File: config.mk
export PLATFORM = sky130hd
export DESIGN_NAME = mem_port_arbiter
export DESIGN_NICKNAME = d
export VERILOG_FILES = /design/src/rtl/mem_port_arbiter.sv
export SDC_FILE = /design/constraint.sdc
export NUM_CORES = 1
export LEC_CHECK = 0
export ABC_AREA = 1
export BUFFER_PORTS_ARGS = -buffer_cell sky130_fd_sc_hd__buf_2
export CAP_MARGIN = 20
export CORE_MARGIN = 2
export CORE_UTILIZATION = 50
export CTS_CLUSTER_DIAMETER = 100
export CTS_CLUSTER_SIZE = 14
export DETAILED_ROUTE_END_ITERATION = 12
export PLACE_DENSITY = 0.84
export SYNTH_ARGS = -nofsm -noshare
export SYNTH_HDL_FRONTEND = slang
export SYNTH_SLANG_ARGS = --single-unit
File: constraint.sdc
create_clock -name clk -period 15.8 [get_ports clk]
set_clock_uncertainty 0.2 [all_clocks]
set_input_delay 3.95 -clock clk [delete_from_list [all_inputs] [get_ports clk]]
set_output_delay 3.95 -clock clk [all_outputs]
set_load 0.03 [all_outputs]
File: src/rtl/mem_port_arbiter.sv
// mem_port_arbiter: shares one memory bus between fetch and MEM-stage accesses,
// serving data first and freezing the pipeline while an access is outstanding.
module mem_port_arbiter #(
    parameter int ADDR_W  = 32,
    parameter int DATA_W  = 32,
    parameter int TIMEOUT = 255
) (
    input  logic                clk,
    input  logic                reset,
    input  logic                if_req,
    input  logic [ADDR_W-1:0]   if_addr,
    input  logic                mem_req,
    input  logic                mem_we,
    input  logic [ADDR_W-1:0]   mem_addr,
    input  logic [DATA_W-1:0]   mem_wdata,
    input  logic [DATA_W/8-1:0] mem_be,
    output logic                bus_req,
    output logic                bus_we,
    output logic [ADDR_W-1:0]   bus_addr,
    output logic [DATA_W-1:0]   bus_wdata,
    output logic [DATA_W/8-1:0] bus_be,
    input  logic                bus_ack,
    input  logic [DATA_W-1:0]   bus_rdata,
    output logic [DATA_W-1:0]   if_rdata,
    output logic                if_valid,
    output logic [DATA_W-1:0]   mem_rdata,
    output logic                mem_valid,
    output logic                stall_all,
    output logic                bus_error
);
    typedef enum logic [1:0] {IDLE, DATA_WAIT, FETCH_WAIT, RELEASE} state_t;
    state_t              r_state;
    logic [7:0]          r_cnt;
    logic                r_did_mem;
    logic                r_bus_we;
    logic [ADDR_W-1:0]   r_bus_addr;
    logic [DATA_W-1:0]   r_bus_wdata;
    logic [DATA_W/8-1:0] r_bus_be;
    logic [DATA_W-1:0]   r_if_rdata;
    logic [DATA_W-1:0]   r_mem_rdata;
    logic                r_if_valid;
    logic                r_mem_valid;
    logic                r_err;
    logic                w_wait;
    logic                w_done;
    logic [DATA_W-1:0]   w_rd;

    assign w_wait    = (r_state == DATA_WAIT) | (r_state == FETCH_WAIT);
    // ack wins over a simultaneous timeout; a timed-out access returns zero
    assign w_done    = w_wait & (bus_ack | (r_cnt == 8'(TIMEOUT)));
    assign w_rd      = bus_ack ? bus_rdata : '0;
    assign bus_req   = w_wait;
    assign bus_we    = r_bus_we;
    assign bus_addr  = r_bus_addr;
    assign bus_wdata = r_bus_wdata;
    assign bus_be    = r_bus_be;
    assign if_rdata  = r_if_rdata;
    assign mem_rdata = r_mem_rdata;
    assign if_valid  = r_if_valid;
    assign mem_valid = r_mem_valid;
    assign bus_error = r_err;
    assign stall_all = !reset & (((r_state == IDLE) & (if_req | mem_req)) | w_wait);

    always_ff @(posedge clk or posedge reset) begin
        if (reset) begin
            r_state     <= IDLE;
            r_cnt       <= '0;
            r_did_mem   <= 1'b0;
            r_bus_we    <= 1'b0;
            r_bus_addr  <= '0;
            r_bus_wdata <= '0;
            r_bus_be    <= '0;
            r_if_rdata  <= '0;
            r_mem_rdata <= '0;
            r_if_valid  <= 1'b0;
            r_mem_valid <= 1'b0;
            r_err       <= 1'b0;
        end else begin
            case (r_state)
                IDLE: begin
                    r_cnt <= '0;
                    if (mem_req) begin
                        r_state     <= DATA_WAIT;
                        r_did_mem   <= 1'b1;
                        r_bus_we    <= mem_we;
                        r_bus_addr  <= mem_addr;
                        r_bus_wdata <= mem_wdata;
                        r_bus_be    <= mem_be;
                    end else if (if_req) begin
                        r_state    <= FETCH_WAIT;
                        r_did_mem  <= 1'b0;
                        r_bus_we   <= 1'b0;
                        r_bus_addr <= if_addr;
                        r_bus_be   <= '1;
                    end
                end
                DATA_WAIT: begin
                    if (w_done) begin
                        if (!r_bus_we) r_mem_rdata <= w_rd;
                        if (!bus_ack) r_err <= 1'b1;
                        r_cnt <= '0;
                        if (if_req) begin
                            r_state    <= FETCH_WAIT;
                            r_bus_we   <= 1'b0;
                            r_bus_addr <= if_addr;
                            r_bus_be   <= '1;
                        end else begin
                            r_state     <= RELEASE;
                            r_mem_valid <= 1'b1;
                        end
                    end else r_cnt <= r_cnt + 8'd1;
                end
                FETCH_WAIT: begin
                    if (w_done) begin
                        r_if_rdata  <= w_rd;
                        if (!bus_ack) r_err <= 1'b1;
                        r_cnt       <= '0;
                        r_state     <= RELEASE;
                        r_if_valid  <= 1'b1;
                        r_mem_valid <= r_did_mem;
                    end else r_cnt <= r_cnt + 8'd1;
                end
                default: begin
                    r_state     <= IDLE;
                    r_if_valid  <= 1'b0;
                    r_mem_valid <= 1'b0;
                end
            endcase
        end
    end
endmodule

## After elaboration in Yosys (flattened, before gate mapping)

Index checks and enable logic that the tools add are counted.

- Bits in read-only memories: 0
- Input port bits: 138
- RAM bits: 0
- Bits in latches: 0
- Flip-flop bits (word level): 147
- Memories: 0

- Add/sub/neg operators: 1
- Reduce and logical (&&, ||, !) cells: 16
- Divide/modulo/power cells: 0
- Bitwise operators: 11
- Muxes and demuxes: 29
- Equality and inequality tests: 7
- Shifts and indexed selects: 0
- Magnitude comparators: 0
- $mul: 0

Operators by type and width:

| operator | count |
|---|---|
| 32-bit two-way mux | 4 |
| 32-bit one-hot mux with 2 select lines | 1 |
| 8-bit one-hot mux with 2 select lines | 1 |
| 4-bit two-way mux | 3 |
| 1-bit two-way mux | 10 |
| 2-bit AND reduction | 5 |
| 3-bit AND reduction | 3 |
| 8-bit by 1-bit adder with 8-bit output (second input constant) | 1 |
| 8-bit equality test (second input constant) | 1 |
| 2-bit two-way mux | 4 |
| 8-bit two-way mux | 1 |
| 4-bit one-hot mux with 2 select lines | 1 |
| 2-bit inequality test (second input constant) | 3 |
| 2-bit one-hot mux with 3 select lines | 1 |
| 2-bit nonzero test | 3 |
| 1-bit NOT | 4 |
| 1-bit bitwise OR | 4 |
| 1-bit one-hot mux with 2 select lines | 2 |
| 4-bit AND reduction | 1 |
| 2-bit OR reduction | 2 |
| 1-bit bitwise AND | 3 |
| 3-bit inequality test (second input constant) | 1 |
| 1-bit one-hot mux with 3 select lines | 1 |
| 2-bit by 1-bit equality test with 1-bit output (second input constant) | 1 |
| 3 further kinds | 3 |

## Logic depth before layout (Yosys ltp)

Gate-level depths: netlist (run 1).

- Depth after elaboration: 5
- Mapped depth: 10
- Gate-level depth less buffers: 10

## Least setup slack after synthesis (run 1)

No wires, ideal clock.

- Path type: input port to output port
- Start: input port mem_req
- End: output port stall_all
- Cell stages on the path: 4
- Path buffers: 2
- Data arrival time: 4.966 ns
- Slack: 6.684 ns
- Cell sequence: buf_2 -> clkbuf_1 -> o21ai_0 -> a21oi_1

- Cells in the longest elaborated chain, start to end: 4

Ends and longest elaborated chain:

| element | line | RTL |
|---|---|---|
| from (decl) | 12 | `input logic mem_req,` |
| 1-bit bitwise OR | 62 | `assign stall_all = !reset & (((r_state == IDLE) & (if_req \| mem_req)) \| w_wait);` |
| 1-bit bitwise AND | 62 |  |
| 1-bit bitwise OR | 62 |  |
| 1-bit bitwise AND | 62 |  |
| to (decl) | 28 | `output logic stall_all,` |

Every way passes these cells.

## Final worst setup path (run 1)

Same ends and word-level chain as after synthesis.

==> results of run 1 <==
[layout by cell type (no fill, tap or decap), types with 11 or more instances in the layout]
cell       Yosys  routed
nand2_1      373     372
buf_2         19     275
dfrtp_1      147     147
o21ai_1       71      71
o21ai_0       36      36
mux2_2        32      32
nand3_2       30      30
a21boi_0      21      21
clkbuf_16      0      17
nand3_1       16      16
nor2_1        13      13
inv_1         13      12
a21boi_1      11      11
[sequential cells by signal, summed over array words and instances, names as in the netlist]
| register | flops |
|---|---|
| bus_addr | 32 |
| bus_wdata | 32 |
| if_rdata | 32 |
| mem_rdata | 32 |
| r_cnt | 8 |
| bus_be | 4 |
| r_state | 2 |
| bus_error | 1 |
| bus_we | 1 |
| if_valid | 1 |
| mem_valid | 1 |
| r_did_mem | 1 |
[how the worst min path moves through the flow]
stage	startpoint	cells past startpoint	endpoint
after floorplan	r_did_mem	2	r_did_mem
after global placement	mem_valid	2	mem_valid
after detailed placement	mem_valid	2	mem_valid
after CTS	r_did_mem	2	r_did_mem
after global routing	mem_rdata[27]	2	mem_rdata[27]
final	bus_error	1	bus_error
[power by group]
part	total (mW)	switching, mW	internal [mW]
registers	0.656	0.109	0.547
logic	1.04	0.726	0.309
clock network	0.409	0.159	0.250
total	2.10	0.995	1.11
[metrics by stage]
stage / area [sq um] / utilization, % / hold WS [ps]
2_1_floorplan: 7381 / - / 242.2
3_3_place_gp: 8658 / 59.80 / 257.2
3_5_place_dp: 8658 / 59.80 / 265.1
4_1_cts: 9263 / 63.97 / 283.4
5_1_grt: 9290 / 64.16 / 304.8
6_report: 9290 / 64.16 / 277.8
[cell families (layout without fill, tap and decap cells)]
| group | after synthesis | after routing | share of synthesized area (%) |
|---|---|---|---|
| AND/OR/NAND/NOR | 447 | 447 | 26.75 |
| AO/OA/AOI/OAI | 148 | 148 | 11.19 |
| flip-flops | 147 | 147 | 49.84 |
| buffers and inverters | 72 | 330 | 6.018 |
| multiplexers | 32 | 32 | 4.882 |
| adder cells (fa/ha/maj) | 5 | 5 | 0.8476 |
| XOR/XNOR | 4 | 4 | 0.4747 |
[metal layers]
| metal | vias to the layer above | part of all wire [%] | track usage, % |
|---|---|---|---|
| li1 | 3274 | - | - |
| met1 | 3136 | 41 | 33.93 |
| met2 | 318 | 48 | 41.34 |
| met3 | 26 | 9.3 | 6.889 |
| met4 | 0 | 1.7 | 7.908 |
| met5 | - | 0 | 0 |
[final cells by class]
class                           count  area share [%]
Inverter                           16          0.7003
Timing Repair Buffer              282           15.60
Tap cell                          184           2.478
Clock buffer                       21           5.172
Multi-Input combinational cell    636           35.12
Sequential cell                   147           39.60
Clock inverter                     11           1.333
[worst max-delay path: cells and delay by family]
kind | cells | cell delay [ps]
buffers and inverters | 3 | 690
AOI/OAI and AO/OA | 2 | 460
==> out/results.txt, run 1 <==
Status = finished, final reports clean
Syn_nets = 998
Fillers = 1203
Area of the multi-input gates = 0.003263 sq mm
Vias = 6754
Post-layout min period = 9272 ps
Post-CTS Setup Bufs = 0
RSZ-0062 raised after global routing = false
Clock buffer count from CTS = 17
Yosys cell types = 35
Slew Limit Headroom = 46.87%
Number of flops mapped to enable cells by yosys = 0
I/O Buffers = 275
Worst Path Required = 11650 ps
Die Wd = 125.5 um
Clock Path Buffers = 2
Detailed Route WL = 20.12 mm
Drt pass-1 iters = 5
Power after layout = 2.101 mW
Die footprint = 0.01575 sq mm
Final worst path period share = 58.68%
CP Capture Type = output pin
Area delta synth->final = 25.87%
Crit-path slowest cell = buf_4
TritonCTS clock tree = yes
Routed WL per cell = 15.51 um
Static Leak = 4.948 nW
Cells after synthesis = 855
H-tree depth = 4
Initial Util = 50.98%
Number of antenna violations at the first check in global routing = 0
Critical Path Start Type = input port
Yosys warning count = 0
PostCTS Resize Cnt = 0
Max-cap violations = 0
Hold Path Class = flop to flop
Share of cells above drive strength 1 = 35.04%
Max IR drop VDD = 132.7 uV
R2r startpoint = r_state[1]
Largest cells by area after synthesis = dfrtp_1 (50%), nand2_1 (19%), mux2_2 (4.9%)
GP Congestion = 0.8387
Pre-CTS setup slack = 6562 ps
CP dominant cell by count = buf_2
Synth Flop Type = dfrtp_1
Placed cells = 1264
Hold buffer count at cts = 0
Clock Pin Slew Worst Setup and Hold Paths = 60 ps
Number of nets in the layout = 1243
Mapped cell area = 0.007381 sq mm
CP Cell Sequence = buf_2, buf_4, o21ai_0, a21oi_1, buf_2
Final setup viols = 0
CP Class = input port to output pin
Clock sinks = 147
Reg area = 0.003679 sq mm
Register bit total from synthesis = 147
CP max FO = 44
Final Hold Viols = 0
Total Neg Setup Slack = 0 ps
Vias/cell = 5.207
Avg Inst Size Synth = 8.633 sq um
Yosys top cell area share = 49.84%
Ports = 276
CTS root buf = clkbuf_16
FF-to-FF setup slack = 12420 ps
Least-Margin Pin Slew = 797.0 ps
Initial DRC count = 414
Total gr overflow = 0
Critical Path End = stall_all
Top-count cell post-synth = nand2_1
Power per cell area = 226.1 mW/mm^2
Post-synth ARST share = 100.0%
Largest net degree at the start of global routing = 86
Sequential fraction of the synthesis area = 49.84%
Worst path max stage delay = 400 ps
Antenna Nets Post-Route = 0
Vias in the first global route = 6476
Reg-to-reg endpoint = mem_rdata[5]
F_max = 0.1079 GHz
Worst skew pair latency = 420 ps
Critical Path Source = mem_req
Slew Viols, Final = 0
Row cnt = 44
GRT Util Overall = 25.60%
Fin worst setup slack = 6528 ps
Biggest area consumer among synthesized cells = dfrtp_1
Worst Path Arrival = 5120 ps
Layout Cells excl Fill = 1297
Detailed-route DRC error count = 0
First-pass GRT wire length = 32.69 mm
Die Y = 125.5 um
CORE AREA = 0.01448 sq mm
Reg2Reg Depth = 8
ANT cells = 0
Post-DP HPWL = 13.68 mm
Most common library cells after synthesis = nand2_1 (373), dfrtp_1 (147), o21ai_1 (71), o21ai_0 (36), mux2_2 (32)
Power figures use the tool's default switching activity.
==> inputs of run 2 (changes only) <==
--- a/config.mk
+++ b/config.mk
@@ -5,15 +5,15 @@
 export SDC_FILE = /design/constraint.sdc
 export NUM_CORES = 1
 export LEC_CHECK = 0
-export ABC_AREA = 1
+export ABC_AREA = 0
 export BUFFER_PORTS_ARGS = -buffer_cell sky130_fd_sc_hd__buf_2
 export CAP_MARGIN = 20
 export CORE_MARGIN = 2
-export CORE_UTILIZATION = 50
+export CORE_UTILIZATION = 47
 export CTS_CLUSTER_DIAMETER = 100
 export CTS_CLUSTER_SIZE = 14
 export DETAILED_ROUTE_END_ITERATION = 12
-export PLACE_DENSITY = 0.84
+export PLACE_DENSITY = 0.83
 export SYNTH_ARGS = -nofsm -noshare
 export SYNTH_HDL_FRONTEND = slang
 export SYNTH_SLANG_ARGS = --single-unit
==> constraint.sdc (replaced) <==
create_clock -name clk -period 9.2 [get_ports clk]
set_clock_uncertainty 0.2 [all_clocks]
set_input_delay 2.3 -clock clk [delete_from_list [all_inputs] [get_ports clk]]
set_output_delay 2.3 -clock clk [all_outputs]
set_load 0.03 [all_outputs]
==> run 2 against run 1 <==
- register-to-register slack lost 6100 ps
- worst hold slack gained 1.1 ps
- worst setup slack lost 2800 ps
- area after synthesis shrank 17%
- global-route usage shrank 2.0 points
- critical path type unchanged
==> out/results.txt, run 2 <==
Status = finished, final reports clean
Drt pass-1 iters = 4 (-1)
Final Hold Viols = 0 (unchanged)
Slew Limit Headroom = 26.45% (-20 points)
Vias/cell = 5.353 (+2.8%)
Post-route cell area = 0.008182 sq mm (-12%)
CORE AREA = 0.01267 sq mm (-12%)
Vias = 4748 (-30%)
Max-cap violations = 0 (unchanged)
PostCTS Resize Cnt = 0 (unchanged)
Largest net degree at the start of global routing = 86 (unchanged)
Commonest non-fill, non-tap cell in the layout = buf_2
Total Neg Setup Slack = 0 ps (unchanged)
F_max = 0.1831 GHz
Die Wd = 118.0 um (-5.9%)
Hold Crit Start = r_did_mem
Mapped cell area = 0.006112 sq mm (-17%)
Critical Path Start Type = input port
Worst skew pair latency = 420 ps (about the same)
R2r startpoint = r_cnt[0]
Static Leak = 4.250 nW (-14%)
Area of placed instances = 0.007615 sq mm (-12%)
Worst Path Arrival = 2960 ps (-2160 ps)
Clock Pin Slew Worst Setup and Hold Paths = 60 ps (about the same)
Yosys warning count = 0 (unchanged)
H-tree depth = 4 (unchanged)
Placed cells = 855 (-32%)
I/O Buffers = 275 (unchanged)
Critical Path Source = if_req
Die Y = 118.0 um (-5.9%)
ANT cells = 0 (unchanged)
Power per cell area = 421.5 mW/mm^2 (+86%)
CP Class = input port to output pin
GP Congestion = 0.7884 (-6.0%)
Worst Path Required = 6700 ps (-4950 ps)
Die footprint = 0.01393 sq mm (-12%)
Register bit total from synthesis = 147 (unchanged)
Clock Path Buffers = 2 (unchanged)
Post-layout min period = 5461 ps
Total gr overflow = 0 (unchanged)
Ports = 276 (unchanged)
Cells after synthesis = 432 (-49%)
Antenna Nets Post-Route = 0 (unchanged)
Post-CTS Setup Bufs = 0 (unchanged)
Routed WL per cell = 18.35 um (+18%)
Number of flops mapped to enable cells by yosys = 0 (unchanged)
Detailed Route WL = 16.28 mm (-19%)
Row cnt = 41 (-6.8%)
GRT Util Overall = 23.57% (-2.0 points)
Yosys top cell area share = 60.18% (+10 points)
Number of nets in the layout = 846 (-32%)
Post-DP HPWL = 11.48 mm (-16%)
Clock buffer count from CTS = 17 (unchanged)
Initial DRC count = 258 (-38%)
Yosys cell types = 32 (-8.6%)
Post-synth ARST share = 100.0% (unchanged)
Syn_nets = 575 (-42%)
Final setup viols = 0 (unchanged)
Hold Path Class = flop to flop
CP Capture Type = output pin
Synth Flop Type = dfrtp_1
Clock sinks = 147 (unchanged)
Biggest area consumer among synthesized cells = dfrtp_1
TritonCTS clock tree = yes
Initial Util = 48.24% (-2.7 points)
Layout Cells excl Fill = 887 (-32%)
Avg Inst Size Synth = 14.15 sq um (+64%)
Hold slack = 278.9 ps (+1.082 ps)
Util after Layout = 64.57% (+0.41 points)
Detailed-route DRC error count = 0 (unchanged)
RSZ-0062 raised after global routing = false
Least-Margin Pin Slew = 1103 ps (+306.3 ps)
First-pass GRT wire length = 25.54 mm (-22%)
Final worst path period share = 59.36%
CP max FO = 6 (-86%)
Sequential fraction of the synthesis area = 60.18% (+10 points)
Hold buffer count at cts = 0 (unchanged)
Share of cells above drive strength 1 = 57.62% (+23 points)
Most common library cells after synthesis = dfrtp_1 (147), mux2_2 (73), a22o_1 (66), mux2_4 (25), clkbuf_1 (23)
Most frequent cells in the layout = buf_2 (275), dfrtp_1 (147), mux2_2 (73)
Vias in the first global route = 4861 (-25%)
Number of antenna violations at the first check in global routing = 0 (unchanged)
Max IR drop VDD = 250.8 uV (+89%)
Slew Viols, Final = 0 (unchanged)
Largest cells by area after synthesis = dfrtp_1 (60%), mux2_2 (13%), a22o_1 (9.5%)
Top-count cell post-synth = dfrtp_1
CTS root buf = clkbuf_16
Area delta synth->final = 33.86%
-- run 2: final timing paths --
| check | endpoint | slack (ps) | depth (start not counted) |
|---|---|---|---|
| min reg2reg | r_did_mem | 280 | 2 |
| max in group asynchronous | mem_rdata[5] | 5860 | 4 |
| min | r_did_mem | 280 | 2 |
| max | stall_all | 3740 | 4 |
| min in group asynchronous | bus_wdata[31] | 1740 | 2 |
| max reg2reg | bus_addr[29] | 6310 | 5 |
-- run 2: through the flow --
stage / total power, mW / setup slack (ps)
3_5_place_dp: 2.813 / 3753
6_report: 3.449 / 3739
2_1_floorplan: 2.336 / 2749
5_1_grt: 3.605 / 3653
4_1_cts: 3.468 / 3741
3_3_place_gp: 2.757 / 3768
-- run 2: power by group --
part           leakage, nW  internal (mW)  switching (mW)
registers             1.80          0.944           0.167
clock network        0.266          0.383           0.257
logic                 2.18          0.647            1.05
total                 4.25           1.97            1.48
-- run 2: final cells by class --
class / instances / area (sq um)
Fill cell: 949 / 4489
Tap cell: 172 / 215.2
Inverter: 7 / 31.28
Multi-Input combinational cell: 248 / 2268
Sequential cell: 147 / 3679
Timing Repair Buffer: 282 / 1441
Clock buffer: 22 / 464.2
Clock inverter: 9 / 82.58
-- run 2: cell families (layout without fill, tap and decap cells) --
kind of cell               after synthesis  count (layout)  share of synthesized area [%]
and+or+nand+nor                         48              48                          3.541
adders and majority gates                5               5                          1.024
muxes                                   99              99                          19.75
AOI/OAI and AO/OA                       96              96                          12.69
DFF                                    147             147                          60.18
buffers and inverters                   37             320                          2.804
-- run 2: critical path, stage by stage --
cell and delay [ps]:
buf_2 150, o21ai_0 120, a21oi_1 170, buf_2 210
-- run 2: metal layers --
layer,vias up,track usage (%),routed length [um]
met5,-,0,0
li1,2127,-,-
met1,2320,27.54,6444
met4,0,9.864,383
met2,274,40.15,8163
met3,27,7.364,1287
